==> src/rtl/apb_master_bridge_if.sv <==
// rtl/apb_master_bridge_if.sv - request/response channel and APB bus bundle for apb_master_bridge
interface apb_master_bridge_if #(
  parameter int AW = 32
);
  logic          req_valid;
  logic          req_ready;
  logic [AW-1:0] req_addr;
  logic          req_write;
  logic [31:0]   req_wdata;
  logic          rsp_valid;
  logic          rsp_ready;
  logic [31:0]   rsp_rdata;
  logic          rsp_err;
  logic          rsp_timeout;
  logic [AW-1:0] PADDR;
  logic          PSEL;
  logic          PENABLE;
  logic          PWRITE;
  logic [31:0]   PWDATA;
  logic [31:0]   PRDATA;
  logic          PREADY;
  logic          PSLVERR;

  // bridge side: drives the APB bus and the response channel
  modport master (
    input  req_valid, req_addr, req_write, req_wdata, rsp_ready,
    input  PRDATA, PREADY, PSLVERR,
    output req_ready, rsp_valid, rsp_rdata, rsp_err, rsp_timeout,
    output PADDR, PSEL, PENABLE, PWRITE, PWDATA
  );

  modport slave (
    output req_valid, req_addr, req_write, req_wdata, rsp_ready,
    output PRDATA, PREADY, PSLVERR,
    input  req_ready, rsp_valid, rsp_rdata, rsp_err, rsp_timeout,
    input  PADDR, PSEL, PENABLE, PWRITE, PWDATA
  );
endinterface

==> src/rtl/apb_master_bridge.sv <==
// rtl/apb_master_bridge.sv - single-outstanding APB initiator with valid/ready request and response channels
module apb_master_bridge #(
  parameter int AW      = 32,
  parameter int TIMEOUT = 256,
  parameter int CW      = 9
) (
  input  logic               PCLK,
  input  logic               PRESETn,
  apb_master_bridge_if.master bus
);
  typedef enum logic [1:0] {IDLE, SETUP, ACCESS} state_t;

  localparam bit            TO_EN     = (TIMEOUT != 0);
  localparam logic [CW-1:0] LAST_WAIT = TO_EN ? CW'(TIMEOUT - 1) : '0;

  state_t        state;
  state_t        state_nxt;
  logic [CW-1:0] wait_cnt;
  logic          accept;
  logic          complete;
  logic          abort;

  assign accept   = bus.req_valid & bus.req_ready;
  assign complete = (state == ACCESS) & bus.PREADY;
  // a ready slave on the timeout edge still completes normally
  assign abort    = TO_EN & (state == ACCESS) & ~bus.PREADY & (wait_cnt == LAST_WAIT);

  always_ff @(posedge PCLK or negedge PRESETn) begin
    if (!PRESETn) begin
      state <= IDLE;
    end else begin
      state <= state_nxt;
    end
  end

  always_comb begin
    state_nxt = state;
    case (state)
      IDLE:    if (accept) state_nxt = SETUP;
      SETUP:   state_nxt = ACCESS;
      ACCESS:  if (complete || abort) state_nxt = IDLE;
      default: state_nxt = IDLE;
    endcase
  end

  always_comb begin
    bus.PSEL      = (state != IDLE);
    bus.PENABLE   = (state == ACCESS);
    bus.req_ready = (state == IDLE) & ~bus.rsp_valid;
  end

  always_ff @(posedge PCLK or negedge PRESETn) begin
    if (!PRESETn) begin
      bus.PADDR       <= '0;
      bus.PWRITE      <= 1'b0;
      bus.PWDATA      <= '0;
      wait_cnt        <= '0;
      bus.rsp_valid   <= 1'b0;
      bus.rsp_rdata   <= '0;
      bus.rsp_err     <= 1'b0;
      bus.rsp_timeout <= 1'b0;
    end else begin
      // address/data stay at their last values after the transfer ends
      if (accept) begin
        bus.PADDR  <= bus.req_addr;
        bus.PWRITE <= bus.req_write;
        bus.PWDATA <= bus.req_wdata;
        wait_cnt   <= '0;
      end else if ((state == ACCESS) && !bus.PREADY) begin
        wait_cnt <= wait_cnt + 1'b1;
      end

      if (complete) begin
        bus.rsp_valid   <= 1'b1;
        bus.rsp_rdata   <= bus.PWRITE ? 32'h0 : bus.PRDATA;
        bus.rsp_err     <= bus.PSLVERR;
        bus.rsp_timeout <= 1'b0;
      end else if (abort) begin
        bus.rsp_valid   <= 1'b1;
        bus.rsp_rdata   <= 32'h0;
        bus.rsp_err     <= 1'b1;
        bus.rsp_timeout <= 1'b1;
      end else if (bus.rsp_valid && bus.rsp_ready) begin
        bus.rsp_valid <= 1'b0;
      end
    end
  end
endmodule

==> src/flat_wrapper.sv <==
// flat-port wrapper written by rule: the top's interface ports become plain ports
module apb_master_bridge_flat 
#(
  parameter int AW      = 32,
  parameter int TIMEOUT = 256,
  parameter int CW      = 9
)
  (PCLK, PRESETn, bus_req_valid, bus_req_addr, bus_req_write, bus_req_wdata, bus_rsp_ready, bus_PRDATA, bus_PREADY, bus_PSLVERR, bus_req_ready, bus_rsp_valid, bus_rsp_rdata, bus_rsp_err, bus_rsp_timeout, bus_PADDR, bus_PSEL, bus_PENABLE, bus_PWRITE, bus_PWDATA);
  apb_master_bridge_if #(.AW(AW)) bus_i ();
  input  logic PCLK;
  input  logic PRESETn;
  input wire logic [$bits(bus_i.req_valid)-1:0] bus_req_valid;
  input wire logic [$bits(bus_i.req_addr)-1:0] bus_req_addr;
  input wire logic [$bits(bus_i.req_write)-1:0] bus_req_write;
  input wire logic [$bits(bus_i.req_wdata)-1:0] bus_req_wdata;
  input wire logic [$bits(bus_i.rsp_ready)-1:0] bus_rsp_ready;
  input wire logic [$bits(bus_i.PRDATA)-1:0] bus_PRDATA;
  input wire logic [$bits(bus_i.PREADY)-1:0] bus_PREADY;
  input wire logic [$bits(bus_i.PSLVERR)-1:0] bus_PSLVERR;
  output wire logic [$bits(bus_i.req_ready)-1:0] bus_req_ready;
  output wire logic [$bits(bus_i.rsp_valid)-1:0] bus_rsp_valid;
  output wire logic [$bits(bus_i.rsp_rdata)-1:0] bus_rsp_rdata;
  output wire logic [$bits(bus_i.rsp_err)-1:0] bus_rsp_err;
  output wire logic [$bits(bus_i.rsp_timeout)-1:0] bus_rsp_timeout;
  output wire logic [$bits(bus_i.PADDR)-1:0] bus_PADDR;
  output wire logic [$bits(bus_i.PSEL)-1:0] bus_PSEL;
  output wire logic [$bits(bus_i.PENABLE)-1:0] bus_PENABLE;
  output wire logic [$bits(bus_i.PWRITE)-1:0] bus_PWRITE;
  output wire logic [$bits(bus_i.PWDATA)-1:0] bus_PWDATA;
  assign bus_i.req_valid = bus_req_valid;
  assign bus_i.req_addr = bus_req_addr;
  assign bus_i.req_write = bus_req_write;
  assign bus_i.req_wdata = bus_req_wdata;
  assign bus_i.rsp_ready = bus_rsp_ready;
  assign bus_i.PRDATA = bus_PRDATA;
  assign bus_i.PREADY = bus_PREADY;
  assign bus_i.PSLVERR = bus_PSLVERR;
  assign bus_req_ready = bus_i.req_ready;
  assign bus_rsp_valid = bus_i.rsp_valid;
  assign bus_rsp_rdata = bus_i.rsp_rdata;
  assign bus_rsp_err = bus_i.rsp_err;
  assign bus_rsp_timeout = bus_i.rsp_timeout;
  assign bus_PADDR = bus_i.PADDR;
  assign bus_PSEL = bus_i.PSEL;
  assign bus_PENABLE = bus_i.PENABLE;
  assign bus_PWRITE = bus_i.PWRITE;
  assign bus_PWDATA = bus_i.PWDATA;
  apb_master_bridge #(.AW(AW), .TIMEOUT(TIMEOUT), .CW(CW)) u_core (.PCLK(PCLK), .PRESETn(PRESETn), .bus(bus_i));
endmodule
==> config.mk <==
export PLATFORM = sky130hd
export DESIGN_NAME = apb_master_bridge_flat
export DESIGN_NICKNAME = d
export VERILOG_FILES = /design/src/rtl/apb_master_bridge_if.sv /design/src/rtl/apb_master_bridge.sv /design/src/flat_wrapper.sv
export SDC_FILE = /design/constraint.sdc
export NUM_CORES = 1
export LEC_CHECK = 0
export CAP_MARGIN = 20
export CORE_MARGIN = 10
export CORE_UTILIZATION = 41
export DETAILED_ROUTE_END_ITERATION = 12
export PLACE_DENSITY = 0.81
export SLEW_MARGIN = 20
export SYNTH_ARGS = -nofsm -noshare
export SYNTH_HDL_FRONTEND = slang
export SYNTH_SLANG_ARGS = --single-unit
==> constraint.sdc <==
create_clock -name PCLK -period 2.1 [get_ports PCLK]
set_input_delay 0.42 -clock PCLK [delete_from_list [all_inputs] [get_ports PCLK]]
set_output_delay 0.42 -clock PCLK [all_outputs]
set_load 0.02 [all_outputs]
# [After elaboration in Yosys (flattened, before gate mapping)]
# Cells that the tools add are included.
[totals] register_bits=111 inputBits=103 out_inout_bits=103 word_cells=46
[op_classes] n_addsub=1 n_eq_ne=5 n_mux=14 bitwise_logic=7 reduce_logical=10
[op_table] cell="2-to-1 mux 32 bit" count=3
[op_table] cell="2-to-1 mux 9 bit" count=2
[op_table] cell="adder 9 x 1 -> 9 bit, second input constant" count=1
[op_table] cell="equality test 9 x 8 -> 1 bit, second input constant" count=1
[op_table] cell="2-to-1 mux 1 bit" count=6
[op_table] cell="one-hot mux 2 bit (3 select lines)" count=1
[op_table] cell="nonzero test 2 bit" count=3
[op_table] cell="AND 1 bit" count=5
[op_table] cell="2-to-1 mux 2 bit" count=2
[op_table] cell="!= test 2 x 1 -> 1 bit, second input constant" count=2
[op_table] cell="nonzero test 3 bit" count=1
[op_table] cell="equality test 2 x 1 -> 1 bit, second input constant" count=1
[op_table] cell="equality test 2 bit, second input constant" count=1
[op_table] cell="logical AND 1 bit" count=2
[op_table] cell="logical NOT 2 bit" count=1
[op_table] cell="inverter 1 bit" count=2
[op_table] cell="AND reduction 2 bit" count=1
[op_table] cell="logical NOT 1 bit" count=1
[op_table] cell="logical OR 1 bit" count=1

# [Depth between registers and ports, before layout]
[depth] depth_word=6 depth_mapped=7 mapped_depth_nobuf=7

# [Worst setup path before layout]
# No wires, ideal clock.
[synth_timing] path_type="register to register" from="reg u_core.wait_cnt[0]" to="reg u_core.bus.rsp_valid" t_arrival_ns=1.520 t_required_ns=1.970 path_slack_ns=0.449 stages_incl_launch_ff=8 synth_period_minus_slack_ns=1.651 cell_sequence="dfrtp_1 > ha_1 > nand3_1 > nor2_1 > ha_1 > o21ai_1 > buf_2 > o21ai_0"
[synth_between] elab_chain_len=4 word_cells_on_any_way=5 classes_between="eq/ne (1); mux (2); bitwise (1); reduce/logical (1)"
[synth_rtl] item="start, declared" line_no="apb_master_bridge.sv:18" source="logic [CW-1:0] wait_cnt;"
[synth_rtl] item="start signal, assigned" line_no="apb_master_bridge.sv:70" source="wait_cnt <= wait_cnt + 1'b1;"
[synth_rtl] item="equality test 9 x 8 -> 1 bit *" line_no="apb_master_bridge.sv:26" source="assign abort = TO_EN & (state == ACCESS) & ~bus.PREADY & (wait_cnt == LAST_WAIT);"
[synth_rtl] item="AND 1 bit *" line_no="apb_master_bridge.sv:26"
[synth_rtl] item="2-to-1 mux 1 bit" line_no="apb_master_bridge.sv:78" source="end else if (abort) begin"
[synth_rtl] item="2-to-1 mux 1 bit" line_no="apb_master_bridge.sv:73" source="if (complete) begin"
[synth_rtl] item="end signal, assigned" line_no="apb_master_bridge.sv:74" source="bus.rsp_valid <= 1'b1;"
[synth_rtl] item="end signal, assigned" line_no="apb_master_bridge.sv:79" source="bus.rsp_valid <= 1'b1;"
[synth_rtl] item="end signal, assigned" line_no="apb_master_bridge.sv:84" source="bus.rsp_valid <= 1'b0;"
[synth_rtl] item="end, declared" line_no="apb_master_bridge_if.sv:28" source="output req_ready, rsp_valid, rsp_rdata, rsp_err, rsp_timeout,"
# Mark *: on every way between the ends. The rest lies on a longest branch, timed or not.
# A chain may end at the register's enable or synchronous reset.

# [Worst setup path in the final report]
[layout_timing] from="reg u_core.state[1]" to="out bus_req_ready"
[layout_between] elab_chain_len=2
[layout_rtl] item="start, declared" line_no="apb_master_bridge.sv:16" source="state_t state;"
[layout_rtl] item="start signal, assigned" line_no="apb_master_bridge.sv:32" source="state <= state_nxt;"
[layout_rtl] item="logical NOT 2 bit" line_no="apb_master_bridge.sv:49" source="bus.req_ready = (state == IDLE) & ~bus.rsp_valid;"
[layout_rtl] item="AND 1 bit" line_no="apb_master_bridge.sv:49"
[layout_rtl] item="end, declared" line_no="flat_wrapper.sv:20" source="output wire logic [$bits(bus_i.req_ready)-1:0] bus_req_ready;"
# Every way passes these cells.

==> metrics.txt <==
max-slew violation count 0; setup ws final 0.0889 ns; max-cap viol count 0; Hold Path Sink u_core.bus.PWDATA[8]; Critical Path Max Stage Delay about 0.44 ns; worst r2r path cells 5; total global-route track usage 0.171; cts bufs inserted 9; switch share 0.392; buffers and inverters on the worst path 1; Data arrival, critical path 1.59 ns; post-synthesis sequential area ratio 0.652; Clock Path Buffers 2; Leak about 3.2 nW; post-route clock period utilization 0.958; ANT nets after route 0; Fin Setup TNS 0 ns; crit path time final 2.01 ns; Crit-path slowest cell dfrtp_1; 1st-iter DRT viols roughly 260; share of post-route cells with drive strength above 1 0.0528; Critical Path RT 1.68 ns; Die W 122 um; Residual DRC 0; outcome finished clean; Worst Hold Class flop to flop; endpoint class of the critical path primary output; worst slack, placed -0.0434 ns; drt first pass iters 4; die footprint roughly 15,000 um^2; worst-margin pin slew ~0.48 ns; Pint 6.09 mW; largest net degree at the start of global routing 43; routed wire length between 10,000 and 15,000 um; fmax roughly 500 MHz; DP Wirelength 9840 um; Routed WL per cell 16.9 um; Reg clk slew, reported paths roughly 0.1 ns; Main synth FF type dfrtp_1; syn_nets 520; Die H roughly 120 um; asr flop ratio synth 1.00; Critical Path Start u_core.state[1]; grt total ovfl 0; first-pass GRT wire length 20,200 um; mapped cell area about 4300 um^2; Clock Tree Root clkbuf_8; cell row count 37; CTS Sinks roughly 110; Worst Hold Launch u_core.bus.PWDATA[8]; synth warn 0; CTS tree built; Hold Path Stages 2; Setup Fix Bufs, Post-CTS 0; unrepaired setup endpoints after global routing false; Syn-to-layout area delta 57.9%; FF-to-FF End u_core.bus.PADDR[28]; final setup fails 0; Inserted Diodes 0; CP Launch Type flop; Yosys cell types 31; Tot Pwr between 10 and 15 mW; crit path kind flop to primary output; antenna violations before repair 0; port bufs approximately 200; worst skew pair latency 0.37 ns; Yosys reg bits about 110; Rel. slew slack 0.682; Sw Pwr a little under 4 mW; Final #Nets between 700 and 800; critical-path cell list or2_2 -> nor2_1 -> dlygate4sd2_1; Initial Util 0.416; kind of cell adding the most delay to the critical path flip-flops; Final Hold Viols 0; Synth Instances 415; Clock Power Share 0.129; maximum fanout along the worst path 7; power per cell area about 1500 nW/um^2; CORE AREA slightly above 10,000 um^2; via/cell ratio approximately 4.8; vias in the first global route about 3,700; Combinational Power Share 0.510; VDD IR max just under 800 uV; Post-Syn Area per Cell between 10 and 15 um^2; via count about 3,600; reg2reg start u_core.state[1]; share of total power in sequential cells 0.361; fillcell total 787; # IOs 206; Post-synth EDFFs 0; htree depth 3; Max Clock Skew ~0.013 ns; R2R Setup Slk 0.30 ns; GP Congestion around 0.76
-- power by group through the flow --
stage,Sequential [mW],Combinational [mW],Clock [mW]
2_1_floorplan,4.72,1.43,0
5_1_grt,3.74,5.51,1.43
6_report,3.62,5.11,1.30
3_5_place_dp,3.66,5.21,0
4_1_cts,3.63,5.21,1.34
3_3_place_gp,3.59,5.10,0
-- Yosys cell counts (3+ instances only) --
| library cell | count | area (um^2) |
|---|---|---|
| a21oi_1 | 7 | 35.0 |
| a22o_1 | 32 | 280 |
| buf_2 | 4 | 20.0 |
| buf_4 | 7 | 52.6 |
| buf_6 | 4 | 45.0 |
| clkbuf_1 | 7 | 26.3 |
| dfrtp_1 | 111 | 2780 |
| inv_1 | 5 | 18.8 |
| nand2_1 | 200 | 751 |
| nand3_1 | 3 | 15.0 |
| nor2_1 | 8 | 30.0 |
| o21ai_0 | 3 | 15.0 |
-- final cells by class --
cell class / count / area, um^2 / area share
well taps: 136 / 170 / 0.0253
clock buffers: 10 / 138 / 0.0205
flip-flops and latches: 111 / 2780 / 0.413
inverters: 6 / 23.8 / 0.00353
repair buffers: 217 / 2240 / 0.333
multi-input cells: 276 / 1320 / 0.196
clock inverters: 5 / 57.6 / 0.00856
-- worst max-delay path by stage --
stage,to,depth (start not counted)
after global routing,bus_req_ready,3
after CTS,bus_req_ready,3
after floorplan,u_core.bus.rsp_valid,7
after global placement,u_core.bus.PWDATA[0],6
final,bus_req_ready,3
after detailed placement,u_core.bus.PADDR[28],6
-- worst register-to-register path, delay by kind of cell (launching register included) --
kind | cells | cell delay (ns)
buffers and inverters | 2 | 0.35
DFF | 1 | 0.44
and+or+nand+nor | 3 | 0.94
-- per-layer routing --
layer  track usage  vias to the layer above  wire, um
met4        0.0522                        0       152
met5             0                        -         0
met2         0.273                      134      6350
met1         0.198                     1721      4880
met3        0.0865                       14      1480
li1              -                     1750         -
-- sequential cells by signal, summed over array words and instances (netlist names) --
signal	cells
u_core.bus.rsp_timeout	1
u_core.bus.PWRITE	1
u_core.bus.PWDATA	32
u_core.bus.rsp_err	1
u_core.state	2
u_core.bus.rsp_rdata	32
u_core.bus.PADDR	32
u_core.bus.rsp_valid	1
u_core.wait_cnt	9
-- kinds of logic after synthesis --
kind of cell               count (synthesis)  synth area share
muxes                                      2           0.00470
DFF                                      111             0.652
buffers and inverters                     28            0.0394
xor gates and xnor gates                   2           0.00411
and+or+nand+nor                          223             0.208
AOI/OAI and AO/OA                         47            0.0863
adders and majority gates                  2           0.00587
-- through the flow --
stage | hold WS (ns) | instance area [um^2] | util | instances
after CTS | 0.487 | 6730 | 0.657 | 761
after detailed placement | 0.413 | 6530 | 0.638 | 745
after floorplan | 0.124 | 4260 | - | 415
after global placement | 0.423 | 6530 | 0.638 | 745
after global routing | 0.506 | 6730 | 0.657 | 761
final | 0.480 | 6730 | 0.657 | 761
-- layout by cell type (no fill, tap or decap), types with 2 or more instances in the layout --
cell type | Yosys | routed
o21ai_0 | 3 | 3
nand3_1 | 3 | 3
clkbuf_8 | 0 | 10
dfrtp_1 | 111 | 111
inv_1 | 5 | 5
o31ai_1 | 2 | 2
nand2_1 | 200 | 200
nor2_1 | 8 | 7
clkdlybuf4s50_1 | 0 | 201
buf_12 | 0 | 8
or4_1 | 2 | 2
clkinv_2 | 1 | 3
a21oi_1 | 7 | 7
buf_4 | 7 | 4
a22o_1 | 32 | 32
dlygate4sd2_1 | 0 | 3
mux2i_1 | 2 | 2
or2_2 | 2 | 2
ha_1 | 2 | 2
-- what timing repair did --
item | CTS | global route
setup endpoints to repair | 3 | 0
endpoints found under the hold margin | 24 | 0
resized for setup | 3 | 0
hold buffers | 1 | 0
Note: power is estimated with default switching activity, not from simulation.
